`src/rtl/fifo_ep_usr_rd.sv`:
```
// User-side read endpoint: streams master-written ring words with byte enables and commits the consumed read pointer.
// Read-to-valid latency 2 clocks, 1 word/clock sustained; out_ready low stops reads once the skid and the in-flight word fill 2 slots.
module fifo_ep_usr_rd #(
   parameter int               T_MSZ       = 13,
   parameter int               EP_MSZ      = 11,
   parameter logic [T_MSZ-1:0] EP_BASE_ADR = '0,
   parameter int               COMMIT_LEN  = 16
) (
   input  logic              fifoClk,
   input  logic              fifoRstn,
   input  logic [EP_MSZ:0]   ep_wr_ptr,
   input  logic [3:0]        ep_last_be,
   input  logic              i_flush,
   output logic              ram_rd_en,
   output logic [T_MSZ-1:0]  ram_rd_adr,
   input  logic [31:0]       ram_rd_data,
   output logic [31:0]       out_data,
   output logic [3:0]        out_be,
   output logic              out_valid,
   input  logic              out_ready,
   output logic [EP_MSZ:0]   c_rd_ptr,
   output logic              u_rd_ptr
);

   localparam int              PW      = EP_MSZ + 1;
   localparam logic [EP_MSZ:0] CMT_LEN = PW'(COMMIT_LEN);

   typedef enum logic [1:0] {S_IDLE, S_FETCH, S_HOLD, S_FLUSH} state_t;

   state_t          state;
   logic [EP_MSZ:0] fetch_ptr, cons_ptr, cmt_ptr, cons_nxt, pend;
   logic [31:0]     skid_dat [2];
   logic [3:0]      skid_be  [2];
   logic [1:0]      skid_cnt, cnt_after_pop, skid_cnt_nxt, occ;
   logic            inflight, pop, push, ring_empty, commit;
   logic [3:0]      inflight_be, be_tag;

   assign ring_empty    = (fetch_ptr == ep_wr_ptr);
   assign out_valid     = (skid_cnt != 2'd0);
   assign out_data      = skid_dat[0];
   assign out_be        = skid_be[0];
   assign pop           = out_valid & out_ready;
   assign push          = inflight & ~i_flush;
   assign cons_nxt      = cons_ptr + PW'(pop);
   assign cnt_after_pop = skid_cnt - {1'b0, pop};
   assign occ           = cnt_after_pop + {1'b0, inflight};

   // Occupancy counts the head leaving this cycle so a streaming consumer sees no bubbles.
   assign ram_rd_en  = fifoRstn & ~ring_empty & ~i_flush & (state != S_HOLD) & (occ < 2'd2);
   assign ram_rd_adr = ram_rd_en ? EP_BASE_ADR + T_MSZ'(fetch_ptr[EP_MSZ-1:0]) : '0;
   assign be_tag     = ((fetch_ptr + PW'(1)) == ep_wr_ptr) ? ep_last_be : 4'hF;

   assign skid_cnt_nxt = i_flush ? 2'd0 : cnt_after_pop + {1'b0, push};
   assign pend         = cons_nxt - cmt_ptr;
   assign commit       = (pend != '0) &
                         ((pend >= CMT_LEN) | ((skid_cnt_nxt == 2'd0) & ring_empty));

   always_ff @(posedge fifoClk) begin
      if (!fifoRstn) begin
         state       <= S_IDLE;
         fetch_ptr   <= '0;
         cons_ptr    <= '0;
         cmt_ptr     <= '0;
         c_rd_ptr    <= '0;
         u_rd_ptr    <= 1'b0;
         skid_cnt    <= 2'd0;
         skid_dat[0] <= '0;
         skid_dat[1] <= '0;
         skid_be[0]  <= '0;
         skid_be[1]  <= '0;
         inflight    <= 1'b0;
         inflight_be <= '0;
      end else begin
         cons_ptr    <= cons_nxt;
         fetch_ptr   <= i_flush ? cons_nxt : fetch_ptr + PW'(ram_rd_en);
         inflight    <= ram_rd_en;
         inflight_be <= be_tag;
         skid_cnt    <= skid_cnt_nxt;

         if (!i_flush) begin
            if (pop) begin
               skid_dat[0] <= skid_dat[1];
               skid_be[0]  <= skid_be[1];
            end
            if (push) begin
               if (cnt_after_pop == 2'd0) begin
                  skid_dat[0] <= ram_rd_data;
                  skid_be[0]  <= inflight_be;
               end else begin
                  skid_dat[1] <= ram_rd_data;
                  skid_be[1]  <= inflight_be;
               end
            end
         end

         u_rd_ptr <= commit;
         if (commit) begin
            c_rd_ptr <= cons_nxt;
            cmt_ptr  <= cons_nxt;
         end

         if (i_flush) begin
            state <= S_FLUSH;
         end else begin
            case (state)
               S_IDLE:  if (!ring_empty) state <= S_FETCH;
               S_FETCH: begin
                  if (skid_cnt == 2'd2 && !out_ready)
                     state <= S_HOLD;
                  else if (ring_empty && !inflight && skid_cnt == 2'd0)
                     state <= S_IDLE;
               end
               S_HOLD:  if (skid_cnt_nxt != 2'd2) state <= S_FETCH;
               S_FLUSH: state <= ring_empty ? S_IDLE : S_FETCH;
            endcase
         end
      end
   end

endmodule
```
`config.mk`:
```
export PLATFORM = sky130hd
export DESIGN_NAME = fifo_ep_usr_rd
export DESIGN_NICKNAME = d
export VERILOG_FILES = /design/src/rtl/fifo_ep_usr_rd.sv
export SDC_FILE = /design/constraint.sdc
export NUM_CORES = 1
export LEC_CHECK = 0
export BUFFER_PORTS_ARGS = -buffer_cell sky130_fd_sc_hd__buf_2
export CAP_MARGIN = 20
export CELL_PAD_IN_SITES_DETAIL_PLACEMENT = 0
export CELL_PAD_IN_SITES_GLOBAL_PLACEMENT = 1
export CORE_UTILIZATION = 30
export DETAILED_ROUTE_END_ITERATION = 6
export PLACE_DENSITY_LB_ADDON = 0.25
export SLEW_MARGIN = 5
export SYNTH_ARGS = -nofsm -noshare
export SYNTH_HDL_FRONTEND = slang
export SYNTH_SLANG_ARGS = --single-unit
```
`constraint.sdc`:
```
create_clock -name fifoClk -period 13.61 [get_ports fifoClk]
set_input_delay 2.722 -clock fifoClk [delete_from_list [all_inputs] [get_ports fifoClk]]
set_output_delay 2.722 -clock fifoClk [all_outputs]
set_load 0.02 [all_outputs]
```
==> qor.yml <==
run_status:
  outcome: "finished, final reports clean"
clock_tree:
  root_buffer: "clkbuf_16"
  cts_tree: "done"
  clock_latency_ns: 0.42
  clockBufferDepth: 2
  cts_buffers: 17
  htree_levels: 4
  cts_setup_buffers: 0
  cts_resized: 0
  cts.clk_slew.worst_paths_ns: 0.06
  clock-sinks: 118
  cts_hold_buf: 0
floorplanning:
  coreArea_sq_um: 19800
  start_util_pct: 31.0
  die_y_microns: 145
  dieArea_sq_um: 21000
  placementRows: 51
  die_x_microns: 145
  ios: 116
pwr:
  leakagePower_nw: 3.16
  clockPowerShare_pct: 50.4
  p_switching_mw: 0.231
  p_int_mw: 0.696
  switching_share_pct: 24.9
  p_per_area_nw_per_um2: 126
  power.share.combinational_pct: 6.5
  seq_power_share_pct: 43.1
  ir_drop_mv: 0.0852
timing:
  clock_skew_ns: 0.00989
  period_minus_slack_ns: 7.48
  worstMarginPinSlew_ns: 0.917
  whs_ns: 0.473
  setup_viol: 0
  drv_slew: 0
  tns_ns: 0
  rsz0062_at_grt: "false"
  relSlewSlack_pct: 38.6
  timing.final.crit_share_pct: 55.0
  fmax_mhz: 134
  hold_viol_final: 0
  fin_ws_ns: 6.13
grt:
  grt.total_usage_pct: 13.6
  grt_pass1_vias: 4385
  grt_max_degree: 47
  antenna_found_initial: 0
  grt_overflow: 0
  grt_pass1_wl_mm: 22.2
synth:
  netlist_area_sq_um: 6140
  seq_area_frac_synth_pct: 50.2
  synth_cells: 577
  ys_top_cells_by_area: "edfxtp_1 (35%), dfxtp_1 (15%), and2_1 (5.9%)"
  yosys-top-cells-count: "edfxtp_1 (72), and2_1 (58), dfxtp_1 (46)"
  ys_seq_elements: 118
  synth_most_common_cell: "edfxtp_1"
  async_flop_share_pct: 0
  syn_area_per_cell_sq_um: 10.6
  synth_ff_type: "edfxtp_1"
  yosys.area.top_type: "edfxtp_1"
  synthDistinctLibCells: 55
  synth.yosys.warnings: 0
  synth_edf_count: 72
  synth_top_area_share_pct: 35.2
critical_path:
  cpMostUsedCell: "buf_2"
  crit_chain: "buf_2 -> nor2b_1 -> o2111a_1 -> ha_1 -> buf_2"
  cp.arrival_ns: 4.76
  cp_slowest_stage_delay_ns: 0.65
  cp_top_family: "buffers and inverters"
  critical-path-slowest-cell: "buf_2"
  worst_ep_required_time_ns: 10.89
  crit_type: "in -> out"
  worst_setup_path_start_kind: "input pin"
  crit_fanout: 46
  cp_num_buf_inv: 2
  worst_setup_path_end_kind: "primary output"
finish:
  num_antenna_cells: 0
  drive_gt1_share_pct: 24.4
  postLayoutCellArea_sq_um: 7340
  final_nets: 720
  area_growth_pct: 19.6
detailed_routing:
  ant_nets: 0
  drt-initial-drc-count: 131
  drt-total-wl_mm: 13.6
  vias: 4269
  drtPass1Iterations: 4
  drc: 0
  routed_via_density: 4.60
  wl_per_cell_microns: 14.7
placement:
  placed_area_sq_um: 6700
  io_buffers: 113
  gp_congestion: 0.765
  pre_cts_ws_ns: 6.08
  dp_hpwl_mm: 9.64
worst_hold_path:
  hp-class: "reg -> reg"
run:
  drv_cap: 0
power by group through the flow:
stage          Combinational [mW]  Clock [mW]  Sequential (mW)
2_1_floorplan              0.0448           0            0.407
3_3_place_gp               0.0587           0            0.407
3_5_place_dp               0.0604           0            0.407
4_1_cts                    0.0607       0.479            0.400
5_1_grt                    0.0659       0.493            0.401
6_report                   0.0600       0.467            0.400
cell families (layout without fill, tap and decap cells):
logic type / count (synthesis) / after routing / synth area share (%)
AOI/OAI and AO/OA: 89 / 89 / 11.3
xor gates and xnor gates: 46 / 46 / 6.56
adders and majority gates: 18 / 18 / 3.67
buffers and inverters: 93 / 178 / 8.18
DFF: 118 / 118 / 50.2
muxes: 15 / 15 / 2.49
other: 1 / 2 / 0.0611
and+or+nand+nor: 197 / 197 / 17.5
routing by layer:
metal | track usage (%) | vias up | share of wire [%]
met1 | 15.8 | 2011 | 45
met5 | 0 | - | 0
met2 | 23.6 | 104 | 49
met4 | 5.21 | 0 | 1.5
met3 | 3.65 | 19 | 4.6
li1 | - | 2135 | -
state kept, by name (all words and copies together), names as in the netlist:
name,count
cmt_ptr,12
cons_ptr,12
fetch_ptr,12
inflight,1
inflight_be,4
skid_be,8
skid_cnt,2
skid_dat,64
state,2
u_rd_ptr,1
tightest hold or removal path, stage by stage, from the launching register on:
cell	delay [ns]
dfxtp_1	0.32
nand2_1	0.06
mux2i_1	0.05
stage by stage:
| stage | instances | power, mW | utilization (%) |
|---|---|---|---|
| after global routing | 928 | 0.960 | 37.1 |
| after global placement | 894 | 0.466 | 33.8 |
| after floorplan | 578 | 0.451 | - |
| after detailed placement | 895 | 0.468 | 33.9 |
| final | 928 | 0.927 | 37.1 |
| after CTS | 927 | 0.939 | 37.0 |
cell type report:
cell class	count	area, sq um
Clock buffer	17	425
Multi-Input combinational cell	367	2570
Tap cell	265	332
Sequential cell	118	3080
Clock inverter	15	183
Fill cell	1999	12400
Inverter	29	109
Timing Repair Buffer	117	636
worst paths after layout:
kind                           startpoint                  endpoint  slack [ns]  cells after the start
setup reg to reg   skid_cnt[1]$_SDFF_PN0_  cmt_ptr[11]$_SDFFE_PN0P_        9.46                     14
hold / removal    cmt_ptr[9]$_SDFFE_PN0P_   cmt_ptr[9]$_SDFFE_PN0P_        0.47                      2
hold reg to reg   cmt_ptr[9]$_SDFFE_PN0P_   cmt_ptr[9]$_SDFFE_PN0P_        0.47                      2
setup / recovery                 fifoRstn             ram_rd_adr[0]        6.13                      5
cells in the final DEF (no fill, tap or decap), types with 3 or more instances in the layout:
cell	n
nand3_1	13
nor2b_1	8
nand4_1	7
or2_2	3
o211ai_1	3
nand2_1	43
nor3_1	9
o21a_1	9
and3_1	11
mux2i_1	13
nand2b_1	4
ha_1	18
nor2_1	25
and2_1	58
o21ai_0	10
xor2_1	19
inv_8	4
dfxtp_1	46
clkbuf_16	17
a21oi_1	11
xnor2_1	27
a22o_1	36
inv_6	7
inv_1	29
buf_2	113
edfxtp_1	72
(Power assumes the default switching activity.)
